[config.mk]
export PLATFORM = sky130hd
export DESIGN_NAME = pipeline_merge_rr
export DESIGN_NICKNAME = d
export VERILOG_FILES = /design/src/rtl/pipeline_merge_rr_pkg.sv /design/src/rtl/pipeline_merge_rr_pick.sv /design/src/rtl/pipeline_merge_rr.sv
export SDC_FILE = /design/constraint.sdc
export NUM_CORES = 1
export LEC_CHECK = 0
export BUFFER_PORTS_ARGS = -buffer_cell sky130_fd_sc_hd__buf_2
export CAP_MARGIN = 20
export CORE_MARGIN = 2
export CORE_UTILIZATION = 52
export CTS_CLUSTER_SIZE = 14
export DETAILED_ROUTE_END_ITERATION = 16
export HOLD_SLACK_MARGIN = 0.03
export PLACE_DENSITY = 0.84
export REMOVE_ABC_BUFFERS = 1
export SYNTH_ARGS = -nofsm -noshare
export SYNTH_HDL_FRONTEND = slang
export SYNTH_SLANG_ARGS = --single-unit
[constraint.sdc]
create_clock -name clk -period 4.7 [get_ports clk]
set_input_delay 0.47 -clock clk [delete_from_list [all_inputs] [get_ports clk]]
set_output_delay 0.47 -clock clk [all_outputs]
set_load 0.005 [all_outputs]
[src/rtl/pipeline_merge_rr_pkg.sv]
// Shared helpers for the valid/bp pipeline blocks: index-width function and a
// simulation-only assertion macro.
`ifndef PIPELINE_ASSERT
`ifdef SYNTHESIS
`define PIPELINE_ASSERT(label, clk, rst, cond, msg)
`else
`define PIPELINE_ASSERT(label, clk, rst, cond, msg) \
  label: assert property (@(posedge clk) disable iff (rst) (cond)) else $error("%s", msg);
`endif
`endif

package pipeline_merge_rr_pkg;

  function automatic int clog2(input int n);
    int r;
    r = 0;
    while ((1 << r) < n) r++;
    return r;
  endfunction

endpackage

[src/rtl/pipeline_merge_rr_pick.sv]
// Round-robin picker: first requester at or above ptr, wrapping to 0.
module pipeline_rr_pick #(
  parameter int NumInputs = 4,
  parameter int IdxWidth  = 2
) (
  input  logic [NumInputs-1:0] req_i,
  input  logic [IdxWidth-1:0]  ptr_i,
  output logic [IdxWidth-1:0]  grant_o,
  output logic                 any_valid_o
);

  logic found;

  // NOTE: every output of a combinational block gets a default first, so no path leaves it unassigned (which would infer a latch).
  always_comb begin
    grant_o = '0;
    found   = 1'b0;
    for (int i = 0; i < NumInputs; i++) begin
      if (!found && req_i[i] && (IdxWidth'(i) >= ptr_i)) begin
        grant_o = IdxWidth'(i);
        found   = 1'b1;
      end
    end
    // Wrapped half of the search: indices below ptr.
    for (int i = 0; i < NumInputs; i++) begin
      if (!found && req_i[i]) begin
        grant_o = IdxWidth'(i);
        found   = 1'b1;
      end
    end
  end

  assign any_valid_o = |req_i;

endmodule

[src/rtl/pipeline_merge_rr.sv]
// N-input round-robin merge into a two-slot output buffer; each token keeps
// the index of the input it came from.
module pipeline_merge_rr
  import pipeline_merge_rr_pkg::*;
#(
  parameter string Name      = "",
  parameter int    Width     = 8,
  parameter int    NumInputs = 4,
  parameter int    IdxWidth  = clog2(NumInputs)
) (
  input  logic                       clk,
  input  logic                       resetn,
  input  logic [NumInputs*Width-1:0] d,
  input  logic [NumInputs-1:0]       d_valid,
  output logic [NumInputs-1:0]       d_bp,
  output logic [Width-1:0]           q,
  output logic [IdxWidth-1:0]        q_idx,
  output logic                       q_valid,
  input  logic                       q_bp
);

  logic                valid1_q, valid1_d, valid2_q, valid2_d;
  logic [Width-1:0]    data1_q, data1_d, data2_q, data2_d;
  logic [IdxWidth-1:0] idx1_q, idx1_d, idx2_q, idx2_d;
  logic [IdxWidth-1:0] ptr_q, ptr_d;
  logic [IdxWidth-1:0] grant;
  logic [Width-1:0]    in_data;
  logic                any_valid, can_accept, incoming, outgoing;

  pipeline_rr_pick #(
    .NumInputs (NumInputs),
    .IdxWidth  (IdxWidth)
  ) u_pick (
    .req_i       (d_valid),
    .ptr_i       (ptr_q),
    .grant_o     (grant),
    .any_valid_o (any_valid)
  );

  // Space is judged on registered state only; a drain this cycle does not free a slot.
  assign can_accept = ~(valid1_q & valid2_q);
  assign incoming   = can_accept & any_valid & ~resetn;
  assign outgoing   = valid1_q & ~q_bp;

  always_comb begin
    in_data = '0;
    d_bp    = '1;
    for (int i = 0; i < NumInputs; i++) begin
      if (grant == IdxWidth'(i)) in_data = d[i*Width +: Width];
      d_bp[i] = ~(incoming & (grant == IdxWidth'(i)));
    end
  end

  assign ptr_d = !incoming ? ptr_q :
                 (grant == IdxWidth'(NumInputs - 1)) ? '0 : grant + IdxWidth'(1);

  always_comb begin
    valid1_d = valid1_q;
    data1_d  = data1_q;
    idx1_d   = idx1_q;
    valid2_d = valid2_q;
    data2_d  = data2_q;
    idx2_d   = idx2_q;
    if (outgoing) begin
      valid1_d = valid2_q;
      data1_d  = data2_q;
      idx1_d   = idx2_q;
      valid2_d = 1'b0;
    end
    if (incoming) begin
      if (!valid1_d) begin
        valid1_d = 1'b1;
        data1_d  = in_data;
        idx1_d   = grant;
      end else begin
        valid2_d = 1'b1;
        data2_d  = in_data;
        idx2_d   = grant;
      end
    end
  end

  // NOTE: sequential state is updated with non-blocking assignments so every register samples pre-edge values.
  always_ff @(posedge clk or posedge resetn) begin
    if (resetn) begin
      valid1_q <= 1'b0;
      data1_q  <= '0;
      idx1_q   <= '0;
      valid2_q <= 1'b0;
      data2_q  <= '0;
      idx2_q   <= '0;
      ptr_q    <= '0;
    end else begin
      valid1_q <= valid1_d;
      data1_q  <= data1_d;
      idx1_q   <= idx1_d;
      valid2_q <= valid2_d;
      data2_q  <= data2_d;
      idx2_q   <= idx2_d;
      ptr_q    <= ptr_d;
    end
  end

  assign q       = data1_q;
  assign q_idx   = idx1_q;
  assign q_valid = valid1_q;

  `PIPELINE_ASSERT(no_overflow_a, clk, resetn, !(incoming && outgoing && valid2_q), {Name, ": token arrived with both slots full"})

endmodule

Yosys cells after proc, flatten, opt, wreduce, memory -nomap -nowiden
Index checks and enable logic that the tools add are counted.
{"block": "classes", "reduce_logical": 21, "bitwise_logic": 15, "order_cmp": 4, "n_mux": 30, "n_addsub": 1, "n_eq_ne": 3}
{"op": "8-bit two-way mux", "count": 7}
{"op": "2-bit two-way mux", "count": 10}
{"op": "1-bit two-way mux", "count": 13}
{"op": "1-bit logical AND", "count": 11}
{"op": "1-bit AND", "count": 8}
{"op": "1-bit logical NOT", "count": 7}
{"op": "1-bit inverter", "count": 7}
{"op": "2-bit equality test, second input constant", "count": 2}
{"op": "1-bit by 2-bit >= comparator with 1-bit output, first input constant", "count": 2}
{"op": "2-bit >= comparator, first input constant", "count": 2}
{"op": "4-bit OR reduction", "count": 1}
{"op": "2-bit by 1-bit adder with 2-bit output, second input constant", "count": 1}
{"op": "2-bit by 1-bit equality test with 1-bit output, second input constant", "count": 1}
{"op": "2-bit logical NOT", "count": 1}
{"op": "2-bit AND reduction", "count": 1}
{"block": "totals", "ff_bits": 24, "out_inout_bits": 15}

Longest topological paths before layout
{"block": "depth", "word_depth": 34, "ltp_mapped": 11, "depth_no_buf": 9}

By module
From an unflattened synthesis, not the netlist that was laid out.
{"block": "hier_totals", "hier_cells": 140, "hier_area_um2": 1356.3}
{"mod": "pipeline_merge_rr", "seq_area_each_um2": 600.6, "instances": 1, "area_each_um2": 1282.5, "cells_each": 128}
{"mod": "pipeline_rr_pick", "seq_area_each_um2": 0.0, "instances": 1, "area_each_um2": 73.8, "cells_each": 12}

Worst setup path after synthesis
No wires, ideal clock.
{"block": "synth_path", "kind": "input -> output", "startpoint": "input port d_valid[0]", "endpoint": "output port d_bp[1]", "arrival_ns": 1.786, "required_ns": 4.230, "path_stages": 7, "path_buffers": 2, "slack_ns": 2.444, "path_cell_list": "mux2_4 > a221o_1 > inv_1 > ha_1 > clkbuf_1 > buf_2 > nand2_1"}
{"block": "synth_via", "elab_chain_len": 29, "elab_cells_between_ends": 38, "cone_classes": "1 x eq/ne; 14 x mux; 4 x bitwise; 19 x reduce/logical"}
{"element": "start: declaration", "line_no": "pipeline_merge_rr.sv:14", "source": "input logic [NumInputs-1:0] d_valid,"}
{"element": "1-bit logical AND", "line_no": "pipeline_merge_rr_pick.sv:19", "source": "if (!found && req_i[i] && (IdxWidth'(i) >= ptr_i)) begin"}
{"element": "1-bit two-way mux", "line_no": "pipeline_merge_rr_pick.sv:19"}
{"element": "1-bit logical NOT", "line_no": "pipeline_merge_rr_pick.sv:19"}
{"element": "1-bit logical AND (2 in series)", "line_no": "pipeline_merge_rr_pick.sv:19"}
{"element": "1-bit two-way mux", "line_no": "pipeline_merge_rr_pick.sv:19"}
{"element": "1-bit logical NOT", "line_no": "pipeline_merge_rr_pick.sv:19"}
{"element": "1-bit logical AND (2 in series)", "line_no": "pipeline_merge_rr_pick.sv:19"}
{"element": "1-bit two-way mux", "line_no": "pipeline_merge_rr_pick.sv:19"}
{"element": "[12 not listed]"}
{"element": "1-bit two-way mux", "line_no": "pipeline_merge_rr_pick.sv:26", "source": "if (!found && req_i[i]) begin"}
{"element": "1-bit logical NOT", "line_no": "pipeline_merge_rr_pick.sv:26"}
{"element": "1-bit logical AND", "line_no": "pipeline_merge_rr_pick.sv:26"}
{"element": "2-bit two-way mux *", "line_no": "pipeline_merge_rr_pick.sv:26"}
{"element": "named net grant[0]", "line_no": "pipeline_merge_rr.sv:26", "source": "logic [IdxWidth-1:0] grant;"}
{"element": "2-bit by 1-bit equality test with 1-bit output *", "line_no": "pipeline_merge_rr.sv:50", "source": "d_bp[i] = ~(incoming & (grant == IdxWidth'(i)));"}
{"element": "1-bit AND *", "line_no": "pipeline_merge_rr.sv:50"}
{"element": "1-bit inverter *", "line_no": "pipeline_merge_rr.sv:50"}
{"element": "end: declaration", "line_no": "pipeline_merge_rr.sv:15", "source": "output logic [NumInputs-1:0] d_bp,"}
Mark *: on every way through the listed nets, which the timed path passes. The rest lies on a longest branch.

Final worst setup path
{"block": "layout_path", "startpoint": "register ptr_q[1]", "endpoint": "output port d_bp[1]"}
{"block": "layout_via", "elab_chain_len": 30, "elab_cells_between_ends": 39, "cone_classes": "4 x order compare; 1 x eq/ne; 14 x mux; 2 x bitwise; 18 x reduce/logical"}
{"element": "start: declaration", "line_no": "pipeline_merge_rr.sv:25", "source": "logic [IdxWidth-1:0] ptr_q, ptr_d;"}
{"element": "start signal: assignment", "line_no": "pipeline_merge_rr.sv:100", "source": "ptr_q <= ptr_d;"}
{"element": "1-bit by 2-bit >= comparator with 1-bit output", "line_no": "pipeline_merge_rr_pick.sv:19"}
{"element": "1-bit logical AND", "line_no": "pipeline_merge_rr_pick.sv:19"}
{"element": "1-bit two-way mux", "line_no": "pipeline_merge_rr_pick.sv:19"}
{"element": "1-bit logical NOT", "line_no": "pipeline_merge_rr_pick.sv:19"}
{"element": "1-bit logical AND (2 in series)", "line_no": "pipeline_merge_rr_pick.sv:19"}
{"element": "1-bit two-way mux", "line_no": "pipeline_merge_rr_pick.sv:19"}
{"element": "1-bit logical NOT", "line_no": "pipeline_merge_rr_pick.sv:19"}
{"element": "1-bit logical AND (2 in series)", "line_no": "pipeline_merge_rr_pick.sv:19"}
{"element": "[13 not listed]"}
{"element": "1-bit two-way mux", "line_no": "pipeline_merge_rr_pick.sv:26"}
{"element": "1-bit logical NOT", "line_no": "pipeline_merge_rr_pick.sv:26"}
{"element": "1-bit logical AND", "line_no": "pipeline_merge_rr_pick.sv:26"}
{"element": "2-bit two-way mux *", "line_no": "pipeline_merge_rr_pick.sv:26"}
{"element": "named net grant[0]", "line_no": "pipeline_merge_rr.sv:26"}
{"element": "2-bit by 1-bit equality test with 1-bit output *", "line_no": "pipeline_merge_rr.sv:50"}
{"element": "1-bit AND *", "line_no": "pipeline_merge_rr.sv:50"}
{"element": "1-bit inverter *", "line_no": "pipeline_merge_rr.sv:50"}
Marked as above.

==> PnR_summary.wiki <==
{| class="wikitable"
! Metric !! Value
|-
| Met3 layer wire length in the routed design || 182 um
|-
| Drt first-iter violations || 19
|-
| Clock latency at the later pin of the worst-skew pair || 0.32 ns
|-
| Fmax achieved || 358 MHz
|-
| Count of hold buffers inserted by post-cts repair || 0
|-
| Crit Path Max Fanout || 17
|-
| H-tree levels || 1
|-
| Pin count of the biggest net entering global routing || 25
|-
| Count of TritonRoute iterations in the first routing pass || 4
|-
| Storage element area || 601 um^2
|-
| Total GRT Usage || 21.3%
|-
| Unrepaired setup endpoints after global routing || false
|-
| Worst path setup slack after routing || 1.91 ns
|-
| Register clock-pin slew on the reported worst setup and hold paths || 0.13 ns
|-
| Starting utilization of the core area || 56.0%
|-
| Data arrival time of the critical path || 2.32 ns
|-
| Syn. warnings || 0
|-
| Global-route wire length before repair || 5360 um
|-
| Run status || completed
|-
| Maximum cell stage delay along the critical path || 0.48 ns
|-
| Buffers plus inverters on the worst setup path || 2
|-
| Die Outline Area || 0.00318 mm^2
|-
| Setup TNS Final || 0 ns
|-
| Power density of the placed cells || 502 mW/mm^2
|-
| Global route total overflow || 0
|-
| Hold Fails Final Rpt || 0
|-
| Growth of design area from synthesis to finish || 21.8%
|-
| Core Box Area || 0.00254 mm^2
|-
| Slowest cell on the critical path || sky130_fd_sc_hd__dfrtp_1
|-
| Num ports || 54
|-
| Mean instance size in the synthesized netlist || 8.80 um^2
|-
| Die width || 56.4 um
|-
| Number of max-cap violations || 0
|-
| Cell family contributing the most delay on the critical path || flip-flops
|-
| Crit path time final || 2.79 ns
|-
| Maximum clock skew at final layout || 0.0100 ns
|-
| Met2 wire len || 1450 um
|-
| Actual slew at the worst max-slew pin || 0.879 ns
|-
| DRC Markers || 0
|-
| Gate count of the mapped netlist || 162
|-
| Footprint of the multi-input gates || 772 um^2
|-
| Unique masters post-synth || 27
|-
| Antenna violations before repair || 0
|-
| Max_slew headroom || 41.3%
|-
| Total CTS buffers || 3
|-
| Highest metal used || met4
|-
| Fraction of the cycle the final worst path needs || 59.4%
|-
| Most common cell after layout, fill and taps aside || sky130_fd_sc_hd__buf_2
|-
| IR drop worst, VDD || 0.284 mV
|-
| Top library cells by usage in the layout, fill and taps aside || sky130_fd_sc_hd__buf_2, sky130_fd_sc_hd__nand2_1, sky130_fd_sc_hd__dfrtp_1
|-
| Cell Area, Synth || 0.00143 mm^2
|-
| Worst Setup Path Type || reg2out
|-
| CP startpoint kind || flop
|-
| Post-CTS setup buffer count || 0
|-
| Nets@finish || 254
|-
| Input/output buffers || 53
|-
| Rows || 18
|-
| Final-report setup violation count || 0
|-
| Sequence of cells on the critical path || mux2_4 -> a221o_1 -> inv_1 -> ha_1 -> nand2_1 -> buf_2
|-
| Critical path capture point type || primary output
|-
| Post-place setup slack || 2.07 ns
|-
| Clock Sinks || 24
|-
| Fraction of final layout cells sized beyond drive strength 1 || 34.8%
|-
| Number of global-route vias before repair || 1241
|-
| Total vias in the final route || 1311
|-
| Post-DP HPWL || 2430 um
|-
| LEAKAGE || 0.823 nW
|-
| Placed cell area || 0.00169 mm^2
|-
| Routability congestion estimate || 0.796
|-
| Sequential-to-total area share from yosys stat || 42.1%
|-
| Resized Gates After CTS || 0
|-
| Final antenna diode count || 0
|-
| Antenna-violating nets left || 0
|-
| Final count of pins violating max slew || 0
|-
| Wire length the detailed router placed on met1 || 1430 um
|-
| Floorplan die height || 56.4 um
|-
| Required time reported for the critical path endpoint || 4.23 ns
|-
| Seq cells post-synth || 24
|-
| Final instance area || 0.00174 mm^2
|-
| Worst hold slack || 0.371 ns
|-
| Routed WL || 3120 um
|-
| CTS tree || done
|-
| Average detailed-routed wire length per instance || 13.0 um
|-
| Vias per Instance || 5.46
|-
| Maximum number of buffers from clock root to sink || 2
|-
| Count of fill cells added during filler insertion || 203
|-
| Clk Tree Root Cell || sky130_fd_sc_hd__clkbuf_4
|-
| Worst hold path type || in2async
|}
worst reg2reg max path, cell delays in order (launching register included):
cell                       delay, ns
sky130_fd_sc_hd__dfrtp_1        0.48
sky130_fd_sc_hd__mux2_4         0.33
sky130_fd_sc_hd__a221o_1        0.40
sky130_fd_sc_hd__inv_1          0.12
sky130_fd_sc_hd__ha_1           0.45
sky130_fd_sc_hd__o21ai_0        0.17
sky130_fd_sc_hd__o221ai_1       0.32
sky130_fd_sc_hd__o21ai_0        0.13
final cells by class:
type | instances | area share (%)
Tap cell | 30 | 2.16
Multi-Input combinational cell | 124 | 44.4
Inverter | 4 | 0.864
Clock buffer | 4 | 2.09
Sequential cell | 24 | 34.6
Timing Repair Buffer | 54 | 15.9
where the power goes:
| group | total (mW) | internal (mW) | leakage, nW | switching [mW] |
|---|---|---|---|---|
| Sequential | 0.349 | 0.297 | 0.289 | 0.0520 |
| Clock | 0.109 | 0.0474 | 0.0210 | 0.0616 |
| Combinational | 0.414 | 0.193 | 0.513 | 0.222 |
| Total | 0.873 | 0.538 | 0.823 | 0.335 |
cell families (layout without fill, tap and decap cells):
family,Yosys count,count (layout),synth area share [%]
adder cells (fa/ha/maj),4,4,3.51
AND/OR/NAND/NOR,60,60,19.9
AO/OA/AOI/OAI,48,48,20.4
buffers and inverters,14,62,4.12
flip-flops,24,24,42.1
multiplexers,12,12,10.0
stage by stage:
| stage | util, % | power [mW] | cells |
|---|---|---|---|
| after CTS | 67.8 | 0.877 | 239 |
| after detailed placement | 66.4 | 0.765 | 235 |
| after global routing | 68.3 | 0.955 | 240 |
| after global placement | 66.4 | 0.744 | 235 |
| final | 68.3 | 0.873 | 240 |
| after floorplan | - | 0.627 | 152 |
path summary, 6_finish.rpt:
check,from,end,slack [ns],cells after the start
hold / removal,resetn,valid2_q,0.37,2
min in group clk,resetn,q_valid,0.41,2
setup reg to reg,ptr_q[1],data2_q[1],2.15,7
max in group asynchronous,resetn,data2_q[2],3.78,2
hold reg to reg,data2_q[5],data2_q[5],0.49,2
setup / recovery,ptr_q[1],d_bp[1],1.91,6
state kept, by name, summed over array words and instances (netlist names):
register / count
ptr_q: 2
valid2_q: 1
q_valid: 1
idx2_q: 2
data2_q: 8
q_idx: 2
q: 8
layer usage:
metal	global-route usage, %	vias to the layer above
met1	28.4	590
met4	10.2	0
li1	-	659
met3	1.84	4
met5	0	-
met2	35.0	58
cell usage after synthesis (all sizes together):
master  instances  area (um^2)
nand2b         10         62.6
or2             1         6.26
o21bai          1         7.51
a211oi          1         12.5
o21a            3         22.5
nand2          32          120
o221ai          7         61.3
nor3            1         5.00
nor3b           1         7.51
nor2b           1         6.26
dfrtp          24          601
nor4            1         21.3
a21oi          14         70.1
o21ai          20          100
a221o           1         10.0
o22ai           1         6.26
inv             4         15.0
nor2           12         45.0
nor4bb          1         10.0
clkbuf          4         15.0
mux2           12          143
buf             6         28.8
ha              4         50.1
No activity file was read; power rests on OpenSTA's default activity.
